==> src/rtl/inst_queue_pkg.sv <==
`default_nettype none
// +--------------------------------------------------------------------+
// | Module   : inst_queue_pkg                                           |
// | Purpose  : Shared sizing constants for the IF->ID instruction queue |
// |            (instruction address bus, instruction bus, queue depth). |
// | Revision : 1.0  initial release                                     |
// +--------------------------------------------------------------------+
package inst_queue_pkg;

   // Instruction address bus width (pc).
   localparam int INST_ADDR_W      = 32;
   // Instruction bus width.
   localparam int INST_DATA_W      = 32;
   // Default number of queue entries (power of two, >= 2).
   localparam int INST_QUEUE_DEPTH = 4;

endpackage : inst_queue_pkg
`default_nettype wire

==> src/rtl/inst_queue_mem.sv <==
`default_nettype none
// +--------------------------------------------------------------------+
// | Module   : inst_queue_mem                                           |
// | Purpose  : DEPTH x WIDTH register array for the instruction queue.  |
// |            One synchronous write port, one asynchronous read port.  |
// |            Data is not reset; entries are don't-care until written. |
// | Ports    : clk    in   clock                                        |
// |            we     in   write enable                                 |
// |            waddr  in   write index                                  |
// |            wdata  in   write data                                   |
// |            raddr  in   read index                                   |
// |            rdata  out  read data (combinational)                    |
// | Revision : 1.0  initial release                                     |
// +--------------------------------------------------------------------+
module inst_queue_mem #(
   parameter int DEPTH = 4,
   parameter int WIDTH = 64,
   parameter int PTR_W = $clog2(DEPTH)
) (
   input  logic             clk,
   input  logic             we,
   input  logic [PTR_W-1:0] waddr,
   input  logic [WIDTH-1:0] wdata,
   input  logic [PTR_W-1:0] raddr,
   output logic [WIDTH-1:0] rdata
);

   logic [WIDTH-1:0] mem [DEPTH];

   always_ff @(posedge clk) begin
      if (we) begin
         mem[waddr] <= wdata;
      end
   end

   assign rdata = mem[raddr];

endmodule : inst_queue_mem
`default_nettype wire

==> src/rtl/inst_queue.sv <==
`default_nettype none
// +--------------------------------------------------------------------+
// | Module   : inst_queue                                               |
// | Purpose  : IF->ID instruction queue. Buffers up to DEPTH {pc,inst}  |
// |            pairs from fetch and presents them in order to decode    |
// |            with a valid/ready handshake (show-ahead head).          |
// |            Backpressures fetch with full_o; flush or a taken branch |
// |            discards every entry.                                    |
// | Config   : INST_QUEUE_BYPASS_EN - when defined, an empty queue      |
// |            forwards pc_i/inst_i to the head outputs in the same     |
// |            cycle (zero latency). Undefined: 1-cycle min latency.    |
// | Ports    : clk            in   clock                                |
// |            rst            in   asynchronous reset, active low       |
// |            flush          in   drop all contents                    |
// |            branch_flag_i  in   taken branch, drop all contents      |
// |            pc_i           in   fetched pc                           |
// |            pc_valid_i     in   pc_i/inst_i carry an instruction     |
// |            inst_i         in   fetched instruction                  |
// |            full_o         out  queue full, fetch must hold          |
// |            id_ready_i     in   decode accepts head this cycle       |
// |            pc_o           out  head pc (0 when not valid)           |
// |            inst_o         out  head instruction (0 when not valid)  |
// |            inst_valid_o   out  head valid                           |
// |            count_o        out  occupancy                            |
// | Revision : 1.0  initial release                                     |
// +--------------------------------------------------------------------+
module inst_queue
   import inst_queue_pkg::*;
#(
   parameter int DEPTH  = INST_QUEUE_DEPTH,
   parameter int ADDR_W = INST_ADDR_W,
   parameter int INST_W = INST_DATA_W
) (
   input  logic                       clk,
   input  logic                       rst,
   input  logic                       flush,
   input  logic                       branch_flag_i,
   input  logic [ADDR_W-1:0]          pc_i,
   input  logic                       pc_valid_i,
   input  logic [INST_W-1:0]          inst_i,
   output logic                       full_o,
   input  logic                       id_ready_i,
   output logic [ADDR_W-1:0]          pc_o,
   output logic [INST_W-1:0]          inst_o,
   output logic                       inst_valid_o,
   output logic [$clog2(DEPTH+1)-1:0] count_o
);

   localparam int PTR_W = $clog2(DEPTH);
   // One bit wider than the pointers so full and empty are distinct.
   localparam int CNT_W = PTR_W + 1;
   localparam int ENT_W = ADDR_W + INST_W;

   logic [PTR_W-1:0] wr_ptr;
   logic [PTR_W-1:0] rd_ptr;
   logic [CNT_W-1:0] count;

   logic             kill;
   logic             empty;
   logic             push;
   logic             pop;
   logic             bypass;
   logic             store_wr;
   logic             store_rd;
   logic [ENT_W-1:0] head_data;

   assign kill   = flush | branch_flag_i;
   assign empty  = (count == '0);
   // Full comes from the registered count only, so a same-cycle pop
   // never re-opens a slot for the push in that cycle.
   assign full_o = (count == CNT_W'(DEPTH));

   assign push = pc_valid_i & ~full_o;
   assign pop  = inst_valid_o & id_ready_i;

`ifdef INST_QUEUE_BYPASS_EN
   // Gated by rst so the outputs read zero while reset is held.
   assign bypass = empty & pc_valid_i & ~kill & rst;

   assign inst_valid_o = ~empty | bypass;
   assign pc_o   = bypass ? pc_i   : (empty ? '0 : head_data[ENT_W-1:INST_W]);
   assign inst_o = bypass ? inst_i : (empty ? '0 : head_data[INST_W-1:0]);
`else
   assign bypass = 1'b0;

   assign inst_valid_o = ~empty;
   assign pc_o   = empty ? '0 : head_data[ENT_W-1:INST_W];
   assign inst_o = empty ? '0 : head_data[INST_W-1:0];
`endif

   // A bypassed instruction consumed in the same cycle is never stored;
   // a pop while empty can only be the bypass path, so storage is untouched.
   assign store_wr = push & ~kill & ~(bypass & id_ready_i);
   assign store_rd = pop & ~empty & ~kill;

   assign count_o = count;

   always_ff @(posedge clk or negedge rst) begin
      if (!rst) begin
         wr_ptr <= '0;
         rd_ptr <= '0;
         count  <= '0;
      end else if (kill) begin
         // Same-cycle push and pop are both discarded.
         wr_ptr <= '0;
         rd_ptr <= '0;
         count  <= '0;
      end else begin
         if (store_wr) begin
            wr_ptr <= wr_ptr + 1'b1;
         end
         if (store_rd) begin
            rd_ptr <= rd_ptr + 1'b1;
         end
         count <= count + CNT_W'(store_wr) - CNT_W'(store_rd);
      end
   end

   inst_queue_mem #(
      .DEPTH (DEPTH),
      .WIDTH (ENT_W),
      .PTR_W (PTR_W)
   ) u_mem (
      .clk   (clk),
      .we    (store_wr),
      .waddr (wr_ptr),
      .wdata ({pc_i, inst_i}),
      .raddr (rd_ptr),
      .rdata (head_data)
   );

endmodule : inst_queue
`default_nettype wire

==> config.mk <==
export PLATFORM = sky130hd
export DESIGN_NAME = inst_queue
export DESIGN_NICKNAME = d
export VERILOG_FILES = /design/src/rtl/inst_queue_pkg.sv /design/src/rtl/inst_queue_mem.sv /design/src/rtl/inst_queue.sv
export SDC_FILE = /design/constraint.sdc
export NUM_CORES = 1
export LEC_CHECK = 0
export BUFFER_PORTS_ARGS = -buffer_cell sky130_fd_sc_hd__buf_2
export CAP_MARGIN = 20
export CORE_AREA = 3 3 138 140
export DETAILED_ROUTE_END_ITERATION = 8
export DIE_AREA = 0 0 141 143
export PLACE_DENSITY = 0.81
export SETUP_SLACK_MARGIN = 0.02
export SLEW_MARGIN = 40
export SYNTH_ARGS = -nofsm -noshare
export SYNTH_HDL_FRONTEND = slang
export SYNTH_HIERARCHICAL = 1
export SYNTH_SLANG_ARGS = --single-unit
export TNS_END_PERCENT = 30
==> constraint.sdc <==
create_clock -name clk -period 8.04 [get_ports clk]
set_input_delay 1.608 -clock clk [delete_from_list [all_inputs] [get_ports clk]]
set_output_delay 1.608 -clock clk [all_outputs]
set_load 0.01 [all_outputs]
==> summary.txt, run 1 <==
Timing
  – Final setup margin: 3790 ps
  – Slew margin rel.: 0.452
  – Slew Limit Fails: 0
  – Slew @ Worst Pin: 821 ps
  – Minimum clock period: 4250 ps
  – Hold Vio Cnt, Final: 0
  – Fmax: 235 MHz
  – Number of endpoints failing setup at the final stage: 0
  – RSZ-0062 raised after global routing: false
  – Setup TNS: 0 ps
  – Clk_skew: 9.28 ps
  – Fin crit share: 0.529

Clock network
  – Setup Fix Bufs, Post-CTS: 0
  – Clock sink count: 263
  – CTS clk-pin slew, worst paths: 60 ps
  – Cts-stage hold buffer count: 0
  – Clk root buf: clkbuf_16
  – Post-CTS sizing: 0
  – CTS tree: done
  – H-tree levels: 1
  – Cts bufs inserted: 26
  – Clock Path Buffers: 3
  – Clock latency on the worst-skew pair: 520 ps

Power and ir drop
  – Net switching power of the design: 0.503 mW
  – Clk network pwr share: 0.401
  – VDD IR max: 0.000189 V
  – Pwr dens: 224 nW/um^2
  – Leak Pwr: 4.13 nW
  – Cell internal pwr: 2.16 mW
  – Combinational Power Share: 0.028
  – Reg power frac: 0.572
  – Sw Ratio: 0.189

Global route
  – Total GRT Usage: 0.181
  – First-pass GRT wire length: 28.1 mm
  – Aggregate global routing overflow: 0
  – Largest net degree at the start of global routing: 66
  – Initial antenna violation count: 1
  – Vias in the first global route: 5,223

Placed design
  – Cell area after placement: 11,100 sq um
  – Placement Setup Slack: 3950 ps
  – Placed cells: 803
  – Final GP Congestion: 0.771
  – Port Buf Inserts: 138
  – Final HPWL DP: 10.7 mm

Logic synthesis
  – Synthesized area: 10,200 sq um
  – Mapped Avg Cell Area: 22.7 sq um
  – Net Count, Synth: 522
  – Synthesized instance count: 449
  – Top post-synthesis cells by area: edfxtp_1 (75%), mux4_2 (13%), and2_1 (4.0%), dfrtp_1 (1.7%), buf_12 (1.2%)
  – FFs w/ async S/R, synth: 0.0266
  – Synth Warn #: 6
  – Distinct cell type count after synthesis: 27
  – Yosys top cell area share: 0.754
  – Commonest cells post-synth: edfxtp_1 (256), and2_1 (65), mux4_2 (60)
  – Cell with the most instances after synthesis: edfxtp_1
  – Ys flop type: edfxtp_1
  – Yosys reg bits: 263
  – Sequential fraction of the synthesis area: 0.771
  – Top cell type by total area after synthesis: edfxtp_1
  – Number of flops mapped to enable cells by yosys: 256

Worst hold path
  – Hold-critical path depth: 2
  – Hold Crit Endpoint: count_o[2]
  – Worst hold-check path type: flip-flop to flip-flop
  – Hold Startpoint: count_o[2]

Worst setup path
  – CP required: 6430 ps
  – Critical path class: flip-flop to primary output
  – Critical path arrival: 2640 ps
  – Reg2reg end: count_o[2]
  – Path depth of the worst reg2reg path: 11
  – Highest net fanout along the worst path: 55
  – Startpoint Class: flip-flop
  – Reg-to-Reg Start: count_o[2]
  – R2R setup slack: 5360 ps
  – Setup crit end kind: primary output

Final layout
  – Layout cell share with drive strength beyond 1: 0.400
  – Filler cells: 1,156
  – Inserted Diodes: 0
  – Multi-input logic area: 2100 sq um
  – Register area: 7870 sq um
  – Fin cells: 849
  – Post-layout util: 0.661
  – Final nets: 675
  – Final instance area: 11,900 sq um
  – Area growth, synth to finish: 16.4%

Detailed routing
  – Wire per inst: 21.1 um
  – Via Count: 4,758
  – Final wirelength: 17.9 mm
  – Number of DRC markers in iteration 0: 244
  – Vias/cell: 5.60
  – Remaining antenna violation count: 0
  – Detailed Routing Iterations Pass 1: 4
  – DRC violations left: 0

Floorplan
  – Die X: 141 um
  – Die height: 143 um
  – # rows: 49
  – Area of the core: 18,000 sq um
  – I/O pins: 139
  – Starting Density: 0.568
  – Die area: 20,200 sq um

Outcome
  – Status: complete, no violations

Flow run
  – Max Cap Viol: 0
[layout by cell type (no fill, tap or decap)]
cell	n
clkinv_1	7
edfxtp_1	256
o31ai_1	1
ha_1	2
and2_1	65
or2_2	1
mux4_1	4
clkbuf_16	27
mux4_2	60
and3b_4	2
xor2_1	3
or3_1	2
dfrtp_2	1
buf_2	138
o21ai_1	2
a21oi_1	2
nand2_1	1
o311ai_0	1
nor3b_2	2
inv_1	5
clkbuf_8	1
buf_12	6
nor2_1	6
clkinv_2	5
dfrtp_1	5
buf_4	1
and3_4	1
buf_6	1
dfrtp_4	1
nor3_1	2
clkbuf_1	7
or3_4	1
fa_1	1
[stage by stage]
stage,hold slack [ps],power (mW)
finish,655,2.66
global route,686,2.76
CTS,652,2.69
detailed placement,637,1.63
global placement,594,1.62
floorplan,504,1.59
[flip-flops by register name (all words and copies together), names as in the netlist]
signal	count
u_mem/mem	256
count_o	3
wr_ptr	2
rd_ptr	2
[cell families (layout without fill, tap and decap cells)]
| logic type | count (synthesis) | count (layout) | synth area share |
|---|---|---|---|
| AO/OA/AOI/OAI | 6 | 6 | 0.00356 |
| XOR/XNOR | 3 | 3 | 0.00258 |
| adder cells (fa/ha/maj) | 3 | 3 | 0.00442 |
| buffers and inverters | 27 | 198 | 0.0255 |
| flip-flops | 263 | 263 | 0.771 |
| multiplexers | 64 | 64 | 0.143 |
| AND/OR/NAND/NOR | 83 | 83 | 0.0502 |
[worst max-delay path: stages, from the launching register on]
cell and delay, ps:
dfrtp_4 560, clkbuf_8 620, mux4_1 620, and2_1 160, buf_2 140
[worst max path at each step]
stage                        startpoint              end  slack (ps)  cells past startpoint
after floorplan           branch_flag_i  u_mem/mem[0][0]         400                      4
after global routing          rd_ptr[0]         pc_o[31]        3570                      4
after detailed placement  branch_flag_i       count_o[2]        3950                     12
after global placement        rd_ptr[0]         pc_o[31]        3930                      4
final                         rd_ptr[0]        inst_o[2]        3790                      4
after CTS                     rd_ptr[0]        inst_o[2]        3660                      4
[routing by layer]
layer | global-route usage | share of wire | wire [um] | vias to the layer above
met5 | 0 | 0.00073 | 13 | -
met2 | 0.325 | 0.53 | 9510 | 131
met1 | 0.228 | 0.39 | 7050 | 2446
met4 | 0.0541 | 0.025 | 447 | 2
li1 | - | - | - | 2138
met3 | 0.0335 | 0.049 | 873 | 41
[final cells by class]
| type | instances | share of cell area |
|---|---|---|
| Timing Repair Buffer | 147 | 0.0711 |
| Clock inverter | 12 | 0.00432 |
| Clock buffer | 34 | 0.0591 |
| Multi-Input combinational cell | 159 | 0.177 |
| Sequential cell | 263 | 0.663 |
| Inverter | 5 | 0.00158 |
| Tap cell | 229 | 0.0241 |
[power groups by stage]
stage	clock network (mW)	logic, mW	registers [mW]
after floorplan	0	0.0335	1.55
after global placement	0	0.0693	1.55
after detailed placement	0	0.0747	1.55
after CTS	1.10	0.0753	1.52
after global routing	1.15	0.0820	1.52
final	1.07	0.0736	1.52
Power figures use the tool's default switching activity.
==> run 2: changes to the inputs <==
--- a/config.mk
+++ b/config.mk
@@ -5,11 +5,12 @@
 export SDC_FILE = /design/constraint.sdc
 export NUM_CORES = 1
 export LEC_CHECK = 0
+export ABC_AREA = 1
 export BUFFER_PORTS_ARGS = -buffer_cell sky130_fd_sc_hd__buf_2
 export CAP_MARGIN = 20
-export CORE_AREA = 3 3 138 140
+export CORE_AREA = 3 3 147 149
 export DETAILED_ROUTE_END_ITERATION = 8
-export DIE_AREA = 0 0 141 143
+export DIE_AREA = 0 0 150 152
 export PLACE_DENSITY = 0.81
 export SETUP_SLACK_MARGIN = 0.02
 export SLEW_MARGIN = 40
==> constraint.sdc (replaced) <==
create_clock -name clk -period 4.4 [get_ports clk]
set_input_delay 0.88 -clock clk [delete_from_list [all_inputs] [get_ports clk]]
set_output_delay 0.88 -clock clk [all_outputs]
set_load 0.01 [all_outputs]
==> run 2 against run 1 <==
Effect of this change: clock power grew 110%; count of clock-buffer cells in the layout shrank 3; sequential power grew 83%; wire length grew 35%; largest cell class unchanged; largest power group unchanged.
==> summary.txt, run 2 <==
Logic synthesis
  – Post-Synth Adder-Cell Area: 0.00382 (was 0.00442)
  – Top cell type by total area after synthesis: edfxtp_1 (unchanged)
  – Top post-synthesis cells by area: edfxtp_1 (65%), nand2_1 (11%), inv_1 (11%), nand3_1 (5.7%), nor2_1 (1.9%) (was edfxtp_1 (75%), mux4_2 (13%), and2_1 (4.0%), dfrtp_1 (1.7%), buf_12 (1.2%))
  – FFs w/ async S/R, synth: 0.0266 (unchanged)
  – Sequential fraction of the synthesis area: 0.668 (was 0.771)
  – Largest family of logic cells by synthesized area: simple AND/OR/NAND/NOR gates (was multiplexers)
  – Yosys reg bits: 263 (unchanged)
  – Ys flop type: edfxtp_1 (unchanged)
  – Compound-Gate Fraction of Synth Area: 0.000425 (was 0.00356)
  – Synthesized area: 11,800 sq um (was 10,200 sq um)
  – Synthesized instance count: 1,200 (was 449)
  – Yosys top cell area share: 0.653 (was 0.754)
  – Mapped Avg Cell Area: 9.81 sq um (was 22.7 sq um)
  – Cell with the most instances after synthesis: nand2_1 (was edfxtp_1)
  – Synth Warn #: 6 (unchanged)
  – Commonest cells post-synth: nand2_1 (335), inv_1 (334), edfxtp_1 (256) (was edfxtp_1 (256), and2_1 (65), mux4_2 (60))
  – Net Count, Synth: 1,273 (was 522)
  – Post-synthesis simple-gate area fraction: 0.195 (was 0.0502)
  – Multiplexer share of the synthesized area: 0 (was 0.143)
  – Post-synthesis xor/xnor area fraction: 0 (was 0.00258)
  – Distinct cell type count after synthesis: 22 (was 27)
  – Number of flops mapped to enable cells by yosys: 256 (unchanged)

Worst setup path
  – Setup crit end kind: primary output (unchanged)
  – Max stage delay on crit path: 560 ps (was 620 ps)
  – CP bufs+invs: 4 (was 2)
  – Most used cell, CP: nand2_1
  – R2R setup slack: 2060 ps (was 5360 ps)
  – Critical path class: flip-flop to primary output (unchanged)
  – Startpoint Class: flip-flop (unchanged)
  – Highest net fanout along the worst path: 73 (was 55)
  – Reg-to-Reg Start: count_o[1] (was count_o[2])
  – Crit path cell chain: inv_4, buf_4, nand2_1, nand3_1, nand2_1, inv_1, nor2_1, buf_2 (was clkbuf_8, mux4_1, and2_1, buf_2)
  – Crit-path slowest cell: inv_4 (was clkbuf_8)
  – Family with the most delay on the worst path: buffers and inverters (unchanged)
  – Reg2reg end: u_mem/mem[1][26] (was count_o[2])
  – Path depth of the worst reg2reg path: 7 (was 11)
  – CP required: 3520 ps (was 6430 ps)
  – WP depth: 8 (was 4)
  – Critical path arrival: 2570 ps (was 2640 ps)

Timing
  – Final setup margin: 955 ps (was 3790 ps)
  – Slew Limit Fails: 0 (unchanged)
  – Hold Vio Cnt, Final: 0 (unchanged)
  – Minimum clock period: 3450 ps
  – RSZ-0062 raised after global routing: false (unchanged)
  – Clk_skew: 9.82 ps (was 9.28 ps)
  – Number of endpoints failing setup at the final stage: 0 (unchanged)
  – Slew @ Worst Pin: 767 ps (was 821 ps)
  – Fin crit share: 0.783
  – Fmax: 290 MHz
  – Slew margin rel.: 0.486 (was 0.452)

Detailed routing
  – Remaining antenna violation count: 0 (unchanged)
  – Via Count: 7,971 (was 4,758)
  – Final wirelength: 24.2 mm (was 17.9 mm)
  – Detailed Routing Iterations Pass 1: 5 (was 4)
  – DRC violations left: 0 (unchanged)
  – Wire per inst: 14.8 um (was 21.1 um)
  – Number of DRC markers in iteration 0: 564 (was 244)
  – Vias/cell: 4.89 (was 5.60)

Final layout
  – Fin cells: 1,630 (was 849)
  – Most frequent cells in the layout: nand2_1 (335), inv_1 (334), edfxtp_1 (256) (was edfxtp_1 (256), buf_2 (138), and2_1 (65))
  – Area growth, synth to finish: 15.4% (was 16.4%)
  – Post-layout util: 0.669 (was 0.661)
  – Layout cell share with drive strength beyond 1: 0.159 (was 0.400)
  – Commonest non-fill, non-tap cell in the layout: nand2_1 (was edfxtp_1)
  – Max reg flops: 256 (unchanged)
  – Filler cells: 1,498 (was 1,156)
  – Final instance area: 13,600 sq um (was 11,900 sq um)
  – Biggest register: u_mem/mem (unchanged)
  – Final nets: 1,409 (was 675)

Power and ir drop
  – Combinational Power Share: 0.032 (was 0.028)
  – Cell internal pwr: 4.24 mW (was 2.16 mW)
  – VDD IR max: 0.000335 V (was 0.000189 V)
  – Sw Ratio: 0.191 (was 0.189)
  – Leak Pwr: 6.63 nW (was 4.13 nW)
  – Net switching power of the design: 1.00 mW (was 0.503 mW)
  – Pwr dens: 386 nW/um^2 (was 224 nW/um^2)
  – Clk network pwr share: 0.438 (was 0.401)
  – Reg power frac: 0.530 (was 0.572)

Flow run
  – Max Cap Viol: 0 (unchanged)

Clock network
  – Post-CTS sizing: 0 (unchanged)
  – H-tree levels: 1 (unchanged)
  – Clock sink count: 263 (unchanged)
  – Cts bufs inserted: 27 (was 26)
  – Clock Path Buffers: 3 (unchanged)
  – Clock latency on the worst-skew pair: 510 ps (was 520 ps)
  – Cts-stage hold buffer count: 0 (unchanged)
  – Clk root buf: clkbuf_16 (unchanged)
  – CTS tree: done (unchanged)
  – CTS clk-pin slew, worst paths: 60 ps (about the same)
  – Setup Fix Bufs, Post-CTS: 0 (unchanged)

Outcome
  – Status: complete, no violations (unchanged)

Floorplan
  – Die height: 152 um (was 143 um)
  – Die X: 150 um (was 141 um)
  – Die area: 22,800 sq um (was 20,200 sq um)
  – Area of the core: 20,300 sq um (was 18,000 sq um)
  – # rows: 52 (was 49)
  – I/O pins: 139 (unchanged)
  – Starting Density: 0.580 (was 0.568)

Global route
  – First-pass GRT wire length: 38.3 mm (was 28.1 mm)
  – Aggregate global routing overflow: 0 (unchanged)
  – Total GRT Usage: 0.208 (was 0.181)
  – Vias in the first global route: 7,908 (was 5,223)
  – Largest net degree at the start of global routing: 74 (was 66)
  – Initial antenna violation count: 4 (was 1)

Placed design
  – Final HPWL DP: 14.0 mm (was 10.7 mm)
  – Placement Setup Slack: 1510 ps (was 3950 ps)
  – Cell area after placement: 12,700 sq um (was 11,100 sq um)
  – Port Buf Inserts: 138 (unchanged)
  – Final GP Congestion: 0.801 (was 0.771)
  – Placed cells: 1,577 (was 803)

Worst hold path
  – Worst hold-check path type: input port to asynchronous set/reset pin (was flip-flop to flip-flop)
## run 2: worst max-delay path by stage
stage	startpoint	end	slack, ps
finish	rd_ptr[0]	pc_o[21]	950
global route	rd_ptr[0]	pc_o[14]	800
CTS	rd_ptr[0]	pc_o[21]	950
detailed placement	branch_flag_i	u_mem/mem[1][24]	1510
global placement	rd_ptr[0]	pc_o[14]	1540
floorplan	branch_flag_i	u_mem/mem[1][0]	-1860
## run 2: cell type report
cell class                      instances  area [sq um]  area share
Inverter                              337          1280      0.0940
Timing Repair Buffer                  154           827      0.0609
Sequential cell                       263          7870       0.579
Clock inverter                         17           211      0.0156
Clock buffer                           31           691      0.0508
Antenna cell                            5          12.5    0.000921
Tap cell                              270           338      0.0249
Multi-Input combinational cell        553          2360       0.174
## run 2: kinds of logic (layout without fill, tap and decap cells)
| family | count (synthesis) | in the layout |
|---|---|---|
| adders and majority gates | 3 | 3 |
| other | 0 | 5 |
| buffers and inverters | 384 | 539 |
| AOI/OAI and AO/OA | 1 | 1 |
| DFF | 263 | 263 |
| and+or+nand+nor | 549 | 549 |
## run 2: routing by layer
metal | up-vias | wire length (um) | global-route usage
met1 | 3719 | 9690 | 0.256
met4 | 0 | 602 | 0.0710
li1 | 3931 | - | -
met2 | 275 | 12200 | 0.368
met5 | - | 0 | 0
met3 | 46 | 1640 | 0.0372
## run 2: per-stage QoR
stage,TNS [ps],power [mW],hold slack (ps)
2_1_floorplan,-477360,2.92,551
3_3_place_gp,0,2.99,635
3_5_place_dp,0,3.00,639
4_1_cts,0,5.29,178
5_1_grt,0,5.42,190
6_report,0,5.25,193
## run 2: power groups by stage
stage	combinational (mW)	clock, mW	sequential (mW)
global placement	0.161	0	2.83
floorplan	0.0803	0	2.84
finish	0.166	2.30	2.78
global route	0.188	2.45	2.78
detailed placement	0.167	0	2.84
CTS	0.168	2.33	2.78
==> run 3: changes to the inputs <==
--- a/config.mk
+++ b/config.mk
@@ -8,10 +8,10 @@
 export ABC_AREA = 1
 export BUFFER_PORTS_ARGS = -buffer_cell sky130_fd_sc_hd__buf_2
 export CAP_MARGIN = 20
-export CORE_AREA = 3 3 147 149
+export CORE_AREA = 3 3 154 156
 export DETAILED_ROUTE_END_ITERATION = 8
-export DIE_AREA = 0 0 150 152
-export PLACE_DENSITY = 0.81
+export DIE_AREA = 0 0 157 159
+export PLACE_DENSITY = 0.78
 export SETUP_SLACK_MARGIN = 0.02
 export SLEW_MARGIN = 40
 export SYNTH_ARGS = -nofsm -noshare
==> constraint.sdc (replaced) <==
create_clock -name clk -period 2.8 [get_ports clk]
set_input_delay 0.56 -clock clk [delete_from_list [all_inputs] [get_ports clk]]
set_output_delay 0.56 -clock clk [all_outputs]
set_load 0.01 [all_outputs]
==> run 3 against run 2 <==
Effect of this change: combinational power is 61% higher; hold slack gained 56 ps; clock skew down 2.5 ps; worst setup slack lost 830 ps; global-route usage is 1.7 points lower; count of clock-buffer cells in the layout stayed put; highest routed layer is now met5; non-clock buffer count increased by 4; clock power rose by 60%; critical path depth shrank 1; die area is 9.5% higher; power grew 59%; sequential share of layout area fell by 0.89 points.
==> summary.txt, run 3 (synthesis results as in run 2) <==
Clock network
  – Clock Path Buffers: 3 (unchanged)
  – Clk root buf: clkbuf_16 (unchanged)
  – Setup Fix Bufs, Post-CTS: 0 (unchanged)
  – H-tree levels: 1 (unchanged)
  – Clock sink count: 263 (unchanged)
  – CTS tree: done (unchanged)
  – Cts bufs inserted: 28 (was 27)
  – Clock latency on the worst-skew pair: 520 ps (was 510 ps)
  – CTS clk-pin slew, worst paths: 60 ps (about the same)

Floorplan
  – Die X: 157 um (was 150 um)
  – # rows: 55 (was 52)
  – Die area: 25,000 sq um (was 22,800 sq um)
  – Starting Density: 0.523 (was 0.580)
  – Die height: 159 um (was 152 um)
  – I/O pins: 139 (unchanged)
  – Area of the core: 22,500 sq um (was 20,300 sq um)

Final layout
  – Commonest non-fill, non-tap cell in the layout: nand2_1 (unchanged)
  – Fin cells: 1,647 (was 1,630)
  – Multi-input logic area: 2390 sq um (was 2360 sq um)
  – Biggest register: u_mem/mem (unchanged)
  – Final nets: 1,414 (was 1,409)
  – Filler cells: 1,750 (was 1,498)
  – Most frequent cells in the layout: nand2_1 (335), inv_1 (332), edfxtp_1 (256) (was nand2_1 (335), inv_1 (334), edfxtp_1 (256))
  – Area growth, synth to finish: 17.2% (was 15.4%)
  – Max reg flops: 256 (unchanged)
  – Register area: 7870 sq um (unchanged)
  – Layout cell share with drive strength beyond 1: 0.163 (was 0.159)

Placed design
  – Port Buf Inserts: 138 (unchanged)
  – Final GP Congestion: 0.766 (was 0.801)
  – Placed cells: 1,595 (was 1,577)
  – Final HPWL DP: 13.9 mm (was 14.0 mm)

Global route
  – First-pass GRT wire length: 38.7 mm (was 38.3 mm)
  – Vias in the first global route: 7,748 (was 7,908)
  – Aggregate global routing overflow: 0 (unchanged)
  – Largest net degree at the start of global routing: 132 (was 74)
  – Initial antenna violation count: 2 (was 4)
  – Total GRT Usage: 0.191 (was 0.208)

Detailed routing
  – Number of DRC markers in iteration 0: 597 (was 564)
  – Vias/cell: 4.78 (was 4.89)
  – Detailed Routing Iterations Pass 1: 5 (unchanged)
  – WL met3: 1.57 mm (was 1.64 mm)
  – Uppermost routed layer: met5 (was met4)
  – Via Count: 7,873 (was 7,971)
  – DRC violations left: 0 (unchanged)
  – Met2 WL: 11.6 mm (was 12.2 mm)
  – Wire per inst: 14.5 um (was 14.8 um)
  – Final wirelength: 23.9 mm (was 24.2 mm)
  – Remaining antenna violation count: 0 (unchanged)
  – Wl on met1: 10.3 mm (was 9.69 mm)

Worst hold path
  – Hold-critical path depth: 1
  – Worst hold-check path type: input port to flip-flop (was input port to asynchronous set/reset pin)

Timing
  – Hold Vio Cnt, Final: 0 (unchanged)
  – Slew @ Worst Pin: 601 ps (was 767 ps)
  – Minimum clock period: 2680 ps
  – Number of endpoints failing setup at the final stage: 0 (unchanged)
  – Slew Limit Fails: 0 (unchanged)
  – Fmax: 373 MHz
  – WHS: 249 ps (was 193 ps)
  – Fin crit share: 0.957
  – Slew margin rel.: 0.599 (was 0.486)
  – Clk_skew: 7.29 ps (was 9.82 ps)
  – RSZ-0062 raised after global routing: true (was false)

Worst setup path
  – Setup crit end kind: primary output (unchanged)
  – CP required: 2240 ps (was 3520 ps)
  – Highest net fanout along the worst path: 131 (was 73)
  – Critical path arrival: 2120 ps (was 2570 ps)
  – Startpoint Class: flip-flop (unchanged)
  – R2R setup slack: 590 ps (was 2060 ps)
  – Critical path class: flip-flop to primary output (unchanged)
  – Path depth of the worst reg2reg path: 12 (was 7)

Flow run
  – Max Cap Viol: 0 (unchanged)

Power and ir drop
  – Pwr dens: 603 nW/um^2 (was 386 nW/um^2)
  – Pwr Total: 8.32 mW (was 5.25 mW)
  – VDD IR max: 0.000452 V (was 0.000335 V)
  – Leak Pwr: 6.71 nW (was 6.63 nW)

Outcome
  – Status: complete, no violations (unchanged)
## run 3: power by group
part           switching (mW)  total (mW)  internal (mW)
registers              0.0114        4.37           4.36
logic                   0.176       0.267         0.0914
clock network            1.44        3.68           2.24
## run 3: cell type report
type                            instances  area share
Tap cell                              285      0.0258
Sequential cell                       263       0.570
Inverter                              337      0.0926
Timing Repair Buffer                  158      0.0711
Clock inverter                         19      0.0141
Antenna cell                            1    0.000181
Clock buffer                           31      0.0531
Multi-Input combinational cell        553       0.173
## run 3: per-layer routing
layer / vias to the layer above / GRT usage
li1: 3941 / -
met1: 3660 / 0.258
met2: 232 / 0.321
met3: 38 / 0.0310
met4: 2 / 0.0521
met5: - / 0
## run 3: what timing repair did
item	CTS	global route
gates resized for setup	0	1
hold buffers	1	0
setup endpoints to repair	0	22
endpoints found under the hold margin	7	0
## run 3: worst paths after layout
check | from | end
max | rd_ptr[0] | inst_o[0]
max in group asynchronous | rst | rd_ptr[0]
min | inst_i[9] | u_mem/mem[0][9]
max reg2reg | count_o[1] | count_o[2]
min in group asynchronous | rst | wr_ptr[0]
min reg2reg | wr_ptr[0] | wr_ptr[0]
## run 3: critical path, cell delays in order, from the launching register on
cell and delay [ps]:
dfrtp_4 460, buf_12 470, nand2_1 170, nand3_1 130, nand2_1 50, inv_1 60, nor2_1 50, buf_2 150
## run 3: through the flow
stage / instance area, sq um / setup slack, ps / TNS (ps) / utilization
global route: 13800 / 2.64 / 0 / 0.613
CTS: 13800 / 39.8 / 0 / 0.613
finish: 13800 / 120 / 0 / 0.613
detailed placement: 12900 / 433 / 0 / 0.571
floorplan: 11800 / -235 / -48430 / -
global placement: 12800 / 459 / 0 / 0.570
